--- config.mk ---
export PLATFORM = sky130hd
export DESIGN_NAME = alu_seq
export DESIGN_NICKNAME = d
export VERILOG_FILES = /design/src/rtl/alu_seq.sv
export SDC_FILE = /design/constraint.sdc
export NUM_CORES = 1
export LEC_CHECK = 0
export ABC_AREA = 0
export BUFFER_PORTS_ARGS = -buffer_cell sky130_fd_sc_hd__buf_2
export CAP_MARGIN = 30
export CORE_UTILIZATION = 35
export CTS_CLUSTER_DIAMETER = 80
export DETAILED_ROUTE_END_ITERATION = 10
export HOLD_SLACK_MARGIN = 0.1
export PLACE_DENSITY = 0.58
export SETUP_SLACK_MARGIN = 0.05
export SYNTH_ARGS = -nofsm -noshare
export SYNTH_HDL_FRONTEND = slang
export SYNTH_SLANG_ARGS = --single-unit
--- constraint.sdc ---
create_clock -name clk -period 9.8 [get_ports clk]
set_input_delay 0 -clock clk [delete_from_list [all_inputs] [get_ports clk]]
set_output_delay 0 -clock clk [all_outputs]
set_load 0.1 [all_outputs]
--- src/rtl/alu_seq.sv ---
// Sequential ALU: one op per valid/ready handshake, programmable single-step delay, shift-add multiply.
// Optional ALU_SEQ_FLAGS_EN adds flag_zero/flag_carry/flag_overflow outputs.
module alu_seq #(
  parameter int WIDTH      = 32,
  parameter int OP_WIDTH   = 8,
  parameter int DONE_DELAY = 1
) (
  input  logic                clk,
  input  logic                reset,
  input  logic [WIDTH-1:0]    operand_a,
  input  logic [WIDTH-1:0]    operand_b,
  input  logic [OP_WIDTH-1:0] operator,
  input  logic                op_valid,
  output logic                op_ready,
  output logic                operation_done,
  output logic [WIDTH-1:0]    result,
  output logic                op_error,
`ifdef ALU_SEQ_FLAGS_EN
  output logic                flag_zero,
  output logic                flag_carry,
  output logic                flag_overflow,
`endif
  output logic [1:0]          fsm_state
);

  // Handshake: a request transfers on a rising edge where op_valid && op_ready;
  // op_ready is high only in IDLE and nothing is sampled in any other state.
  localparam logic [1:0] S_IDLE = 2'd0;
  localparam logic [1:0] S_EXEC = 2'd1;
  localparam logic [1:0] S_MUL  = 2'd2;
  localparam logic [1:0] S_DONE = 2'd3;

  localparam logic [OP_WIDTH-1:0] OP_ADD = OP_WIDTH'(0);
  localparam logic [OP_WIDTH-1:0] OP_SUB = OP_WIDTH'(1);
  localparam logic [OP_WIDTH-1:0] OP_AND = OP_WIDTH'(2);
  localparam logic [OP_WIDTH-1:0] OP_OR  = OP_WIDTH'(3);
  localparam logic [OP_WIDTH-1:0] OP_XOR = OP_WIDTH'(4);
  localparam logic [OP_WIDTH-1:0] OP_SHL = OP_WIDTH'(5);
  localparam logic [OP_WIDTH-1:0] OP_SHR = OP_WIDTH'(6);
  localparam logic [OP_WIDTH-1:0] OP_MUL = OP_WIDTH'(7);

  localparam int SW = $clog2(WIDTH);
  localparam int MW = $clog2(WIDTH);
  localparam int CW = (DONE_DELAY > 1) ? $clog2(DONE_DELAY) : 1;
`ifdef ALU_SEQ_FLAGS_EN
  // Full-width product is kept so discarded high bits can drive flag_carry.
  localparam int PW = 2 * WIDTH;
`else
  localparam int PW = WIDTH;
`endif

  logic [1:0]          state;
  logic [WIDTH-1:0]    a_q, b_q;
  logic [OP_WIDTH-1:0] op_q;
  logic [CW-1:0]       exec_cnt;
  logic [PW-1:0]       mul_acc, mul_a, mul_sum;
  logic [WIDTH-1:0]    mul_b;
  logic [MW-1:0]       mul_cnt;
  logic [WIDTH-1:0]    exec_res;
  logic                exec_err;

  assign op_ready       = (state == S_IDLE);
  assign operation_done = (state == S_DONE);
  assign fsm_state      = state;

  always_comb begin
    exec_res = '0;
    exec_err = 1'b0;
    case (op_q)
      OP_ADD:  exec_res = a_q + b_q;
      OP_SUB:  exec_res = a_q - b_q;
      OP_AND:  exec_res = a_q & b_q;
      OP_OR:   exec_res = a_q | b_q;
      OP_XOR:  exec_res = a_q ^ b_q;
      OP_SHL:  exec_res = a_q << b_q[SW-1:0];
      OP_SHR:  exec_res = a_q >> b_q[SW-1:0];
      default: exec_err = 1'b1;
    endcase
  end

  assign mul_sum = mul_acc + (mul_b[0] ? mul_a : '0);

`ifdef ALU_SEQ_FLAGS_EN
  logic [WIDTH:0] add_w, sub_w;
  logic           exec_c, exec_v;

  always_comb begin
    add_w  = {1'b0, a_q} + {1'b0, b_q};
    sub_w  = {1'b0, a_q} - {1'b0, b_q};
    exec_c = 1'b0;
    exec_v = 1'b0;
    case (op_q)
      OP_ADD: begin
        exec_c = add_w[WIDTH];
        exec_v = (a_q[WIDTH-1] == b_q[WIDTH-1]) && (add_w[WIDTH-1] != a_q[WIDTH-1]);
      end
      OP_SUB: begin
        exec_c = sub_w[WIDTH];
        exec_v = (a_q[WIDTH-1] != b_q[WIDTH-1]) && (sub_w[WIDTH-1] != a_q[WIDTH-1]);
      end
      default: ;
    endcase
  end
`endif

  always_ff @(posedge clk) begin
    if (reset) begin
      state    <= S_IDLE;
      a_q      <= '0;
      b_q      <= '0;
      op_q     <= '0;
      exec_cnt <= '0;
      mul_acc  <= '0;
      mul_a    <= '0;
      mul_b    <= '0;
      mul_cnt  <= '0;
      result   <= '0;
      op_error <= 1'b0;
`ifdef ALU_SEQ_FLAGS_EN
      flag_zero     <= 1'b0;
      flag_carry    <= 1'b0;
      flag_overflow <= 1'b0;
`endif
    end else begin
      case (state)
        S_IDLE: if (op_valid) begin
          a_q      <= operand_a;
          b_q      <= operand_b;
          op_q     <= operator;
          mul_acc  <= '0;
          mul_a    <= PW'(operand_a);
          mul_b    <= operand_b;
          mul_cnt  <= '0;
          exec_cnt <= CW'(DONE_DELAY - 1);
          state    <= (operator == OP_MUL) ? S_MUL : S_EXEC;
        end
        S_EXEC: if (exec_cnt == '0) begin
          result   <= exec_res;
          op_error <= exec_err;
`ifdef ALU_SEQ_FLAGS_EN
          flag_zero     <= (exec_res == '0);
          flag_carry    <= exec_c;
          flag_overflow <= exec_v;
`endif
          state    <= S_DONE;
        end else begin
          exec_cnt <= exec_cnt - 1'b1;
        end
        S_MUL: begin
          // One multiplier bit per cycle, LSB first; the last sum goes straight to result.
          mul_acc <= mul_sum;
          mul_a   <= mul_a << 1;
          mul_b   <= mul_b >> 1;
          mul_cnt <= mul_cnt + 1'b1;
          if (mul_cnt == MW'(WIDTH - 1)) begin
            result   <= mul_sum[WIDTH-1:0];
            op_error <= 1'b0;
`ifdef ALU_SEQ_FLAGS_EN
            flag_zero     <= (mul_sum[WIDTH-1:0] == '0);
            flag_carry    <= |mul_sum[PW-1:WIDTH];
            flag_overflow <= 1'b0;
`endif
            state    <= S_DONE;
          end
        end
        S_DONE:  state <= S_IDLE;
        default: state <= S_IDLE;
      endcase
    end
  end

endmodule

Word-level counts from Yosys, hierarchy flattened
Cells that the tools add are included.
{"block": "totals", "register_bits": 209, "output_inout_bits": 37}
{"block": "classes", "reduce_logical": 11, "n_eq_ne": 14, "bitwise": 3, "n_addsub": 5, "mux": 25, "shifts": 2}
{"op": "32-bit case mux with 2 select lines", "count": 4}
{"op": "32-bit case mux with 7 select lines", "count": 1}
{"op": "32-bit 2-to-1 mux", "count": 6}
{"op": "32-bit adder", "count": 2}
{"op": "32-bit bitwise AND", "count": 1}
{"op": "8-bit by 3-bit equality test with 1-bit output, second input constant", "count": 4}
{"op": "32-bit bitwise OR", "count": 1}
{"op": "32-bit by 5-bit left shift with 32-bit output", "count": 1}
{"op": "32-bit by 5-bit >> shifter with 32-bit output", "count": 1}
{"op": "32-bit subtractor", "count": 1}
{"op": "32-bit bitwise XOR", "count": 1}
{"op": "8-bit by 2-bit equality test with 1-bit output, second input constant", "count": 2}
{"op": "5-bit case mux with 2 select lines", "count": 1}
{"op": "8-bit by 1-bit equality test with 1-bit output, second input constant", "count": 1}
{"op": "8-bit logical NOT", "count": 1}
{"op": "2-bit 2-to-1 mux", "count": 4}
{"op": "2-bit case mux with 4 select lines", "count": 1}
{"op": "7-bit OR reduction", "count": 1}
{"op": "2-bit != test, second input constant", "count": 3}
{"op": "2-bit AND reduction", "count": 3}
{"op": "3-bit AND reduction", "count": 2}
{"op": "2-bit nonzero test", "count": 3}
{"op": "5-bit by 1-bit adder with 5-bit output, second input constant", "count": 1}
{"op": "5-bit equality test, second input constant", "count": 1}
{"op": "other kinds (7)", "count": 13}

Depth between registers and ports, before layout
{"block": "logic_depth", "depth_word": 5, "depth_mapped": 22}

Worst setup path before layout
Ideal clock, no wire load.
{"block": "synth_timing", "path_kind": "register to register", "start": "reg b_q[0]", "end": "reg result[29]", "synth_period_minus_slack_ps": 5017, "stages_incl_launch_ff": 23, "arrival_time_ps": 4926, "setup_time_ps": 91, "path_buffers": 4, "setup_slack_ps": 4783, "required_time_ps": 9709, "cell_sequence": "dfxtp_1 > buf_2 > buf_2 > clkinv_1 > clkbuf_1 > ha_1 > nand2_1 > or3_1 > nand2b_1 > or4_4 > o31ai_1 > xnor2_1 > ha_1 > clkbuf_1 > a21o_1 > a21o_1 > a21oi_1 > nor2_1 > a2111oi_0 > and2_1 > o2111a_1 > o31ai_1 > a311oi_1"}
{"block": "synth_between", "elab_chain_len": 4, "elab_cells_between_ends": 7, "cone_classes": "add/sub: 2; shift: 2; mux: 3"}
{"element": "start: declaration", "line": "53", "rtl": "logic [WIDTH-1:0] a_q, b_q;"}
{"element": "start signal: assignment", "line": "128", "rtl": "b_q <= operand_b;"}
{"element": "32-bit subtractor (tied with other cells)", "line": "71", "rtl": "OP_SUB: exec_res = a_q - b_q;"}
{"element": "32-bit case mux with 7 select lines *", "line": "69", "rtl": "case (op_q)"}
{"element": "32-bit 2-to-1 mux *", "line": "137", "rtl": "S_EXEC: if (exec_cnt == '0) begin"}
{"element": "32-bit case mux with 2 select lines *", "line": "125", "rtl": "case (state)"}
{"element": "end signal: assignment", "line": "138", "rtl": "result <= exec_res;"}
{"element": "end signal: assignment", "line": "156", "rtl": "result <= mul_sum[WIDTH-1:0];"}
{"element": "end: declaration", "line": "16", "rtl": "output logic [WIDTH-1:0] result,"}
Every way passes the cells marked *; elsewhere a longest branch is shown, timed or not. The select of a mux whose other input is x is not followed.
A chain may end at the register's enable or synchronous reset.

Final worst setup path
Same ends and word-level chain as after synthesis.

==> summary.md <==
| Metric | Value |
|---|---|
| Maximum number of pins on one net before global-route repair | 84 |
| Startpoint type of the worst setup path | flop |
| Total length of routed met2 wires | 31000 µm |
| Number of antenna violations at the first check in global routing | 1 |
| Final TNS setup | 0 ps |
| Final Routed Wirelength | 71600 µm |
| WHS Path Cells | 4 |
| Area added between synthesis and finish | 16.3% |
| Highest cell delay on the worst timing path | 730 ps |
| Core Footprint | 0.0492 mm² |
| Crit path cell chain | clkinv_1 > ha_1 > nand2_1 > or3_1 > nand2b_1 > o21ai_0 > xnor2_1 > ha_1 > a21oi_1 > o21ai_0 > a31oi_1 > nor3_1 > a2111oi_0 > and2_1 > nor4_1 > o31ai_1 > a311oi_1 |
| Max H-tree Level | 1 |
| Maximum buffer depth of the clock tree | 3 |
| Leakage dissipation | 7.96 nW |
| Number of clock buffers inserted by TritonCTS | 28 |
| Die Height | 226 µm |
| EDFF count, synth | 0 |
| Synthesis warning total | 0 |
| Result of the run | completed |
| Die Area | 0.0509 mm² |
| Sinks on the clock net | 208 |
| Clock latency on the worst-skew pair | 610 ps |
| Unrepaired setup endpoints after global routing | false |
| Placed cells | 2913 |
| Post-DR wirelength/cell | 23.5 µm |
| Vias in the first global route | 17083 |
| Startpoint of the worst register-to-register path | b_q[0] |
| Fin nets | 2563 |
| Pwr dens | 302 mW/mm² |
| Count of unresolved DRC violations after routing | 0 |
| Tightest Pin Transition | 1090 ps |
| Top cell type by total area after synthesis | dfxtp_1 |
| CP endpoint kind | flop |
| Number of placement rows | 81 |
| Top-area cell type share of the netlist area | 23.8% |
| Final Max Slew Viols | 0 |
| CTS tree | yes |
| Fmax | 184 MHz |
| Shortest clock period the worst path allows after layout | 5420 ps |
| Most frequent cells after synthesis | 339 x nand2_1, 235 x nor2_1, 225 x a21oi_1 |
| First DRT Iteration DRCs | 1689 |
| Remaining antenna violation count | 0 |
| Capturing point of the worst reg2reg path | result[29] |
| Area of the mapped netlist | 0.0175 mm² |
| Maximum clock skew at final layout | 42.3 ps |
| Clock-pin slew on the worst setup and hold paths | 60 ps |
| Die W | 226 µm |
| Clk root buf | clkbuf_16 |
| Sequential element share of the synthesized area | 23.8% |
| Share of final-layout standard cells stronger than drive strength 1 | 12.5% |
| Sum of overflow across all layers after global routing | 0 |
| Post-Syn Instances | 2268 |
| Count of non-filler cells in the finished layout | 3040 |
| Met1 wire length | 31500 µm |
| Post-route clock period utilization | 55.3% |
| Top sig layer | met5 |
| # port buffers | 111 |
| Slack of the worst reg-to-reg path | 4380 ps |
| Top flip-flop cell by instance count after synthesis | dfxtp_1 |
| Effective utilization at floorplan | 35.6% |
| Type of the worst setup path | flop to flop |
| Cell with the biggest individual delay on the critical path | clkinv_1 |
| Number of I/O pins | 112 |
| Path category of the worst min-delay check | primary input to flop |
| Number of max-capacitance violations reported | 0 |
| Async set or reset register ratio after synthesis | 0% |
| Pwr Total | 0.00615 W |
| Worst relative slew slack | 27.1% |
| Hold Startpoint | operand_b[24] |
| Iteration count of the initial detailed-routing pass | 6 |
| Mean instance size in the synthesized netlist | 7.71 µm² |
| Placer congestion estimate | 0.995 |
| Wire length of the first global-routing pass | 108000 µm |
| Yosys cell types | 78 |
| Required arrival time at the worst endpoint | 10210 ps |
| Register bit count reported by yosys | 208 |
| Critical path fanouts, max | 25 |
| Most common cell in the netlist | nand2_1 |
| Overall Global Routing Usage | 28.0% |
| Number of buffers inserted to repair setup after CTS | 0 |
| Cells on worst reg2reg path | 17 |
| Top area cells in the synthesized netlist | dfxtp_1 24%, ha_1 9.5%, mux4_2 7.3%, nand2_1 7.3%, a21oi_1 6.4% |
| Fin. Hold Viols | 0 |
| Post-synth net total | 2478 |
| Total number of vias | 17883 |
| Routed wire length on met3 | 5540 µm |
| Startpoint of the worst setup timing path | b_q[0] |
| Vias per cell | 5.88 |
| End of the worst hold path | b_q[24] |
| Total setup violations reported at the end of the flow | 0 |
| Largest voltage drop on the vdd net | 0.351 mV |
| Arrival time of the worst setup path | 5830 ps |
| Detailed-placement wirelength estimate | 52500 µm |
==> placed cells by master (no fill, tap or decap), types with 51 or more instances in the layout <==
cell type	Yosys	layout
a211oi_1	98	98
a21oi_1	225	225
buf_2	14	110
dfxtp_1	208	204
dlygate4sd3_1	0	74
ha_1	133	132
inv_1	84	84
mux2i_1	101	101
mux4_2	57	57
nand2_1	339	338
nor2_1	235	233
o21ai_0	86	85
xnor2_1	51	51
==> layout make-up <==
class / instances / area (µm²)
timing repair buffer: 222 / 1600
sequential: 208 / 4170
fill: 5091 / 28800
clock inverter: 15 / 208
antenna: 1 / 2.50
clock buffer: 37 / 785
tap: 664 / 831
multi-input combinational: 1802 / 12400
inverter: 91 / 342
==> how the worst max path moves through the flow <==
stage,slack (ps),to
after detailed placement,4510,result[28]
after global routing,3840,result[29]
final,4380,result[29]
after floorplan,4780,result[29]
after CTS,4440,result[28]
after global placement,4590,result[28]
==> routing by layer <==
layer / track usage [%] / up-vias
met5: 0 / -
met2: 43.1 / 720
met4: 12.9 / 2
met3: 5.66 / 151
met1: 37.4 / 8656
li1: - / 8354
==> worst max-delay path, delay by kind of cell (launching register included) <==
family / cells / cell delay [ps]
AND/OR/NAND/NOR: 6 / 1000
buffers and inverters: 1 / 730
adder cells (fa/ha/maj): 2 / 840
flip-flops: 1 / 620
AO/OA/AOI/OAI: 7 / 1810
XOR/XNOR: 1 / 190
==> through the flow <==
step	setup slack (ps)	area, µm²	utilization [%]	hold slack, ps
5_1_grt	3840	20300	41.4	203
3_3_place_gp	4590	18600	37.8	254
2_1_floorplan	4780	17500	-	136
6_report	4380	20300	41.4	188
4_1_cts	4440	20300	41.4	168
3_5_place_dp	4510	18600	37.8	261
==> kinds of logic (layout without fill, tap and decap cells) <==
logic type | after synthesis | after routing | share of synthesized area [%]
and+or+nand+nor | 795 | 795 | 20.1
AOI/OAI and AO/OA | 633 | 633 | 23.4
buffers and inverters | 258 | 365 | 5.66
DFF | 208 | 208 | 23.8
muxes | 169 | 169 | 13.8
adders and majority gates | 135 | 135 | 9.75
xor gates and xnor gates | 70 | 70 | 3.51
other | 0 | 1 | 0
==> what timing repair did <==
action | 4_1_cts | 5_1_grt
hold buffers | 74 | 0
resized for setup | 0 | 0
endpoints found under the hold margin | 171 | 0
==> state kept, by name (all words and copies together), names as in the netlist <==
| signal | count |
|---|---|
| a_q | 32 |
| b_q | 32 |
| mul_a | 32 |
| mul_acc | 32 |
| mul_b | 32 |
| result | 32 |
| op_q | 8 |
| mul_cnt | 5 |
| fsm_state | 2 |
| op_error | 1 |
==> power by group <==
group          switching, W  leakage, nW  internal [W]
Clock              0.000448        0.487      0.000653
Combinational       0.00247         5.76       0.00120
Sequential         0.000308         1.71       0.00107
Total               0.00323         7.96       0.00292
Note: power is estimated with default switching activity, not from simulation.
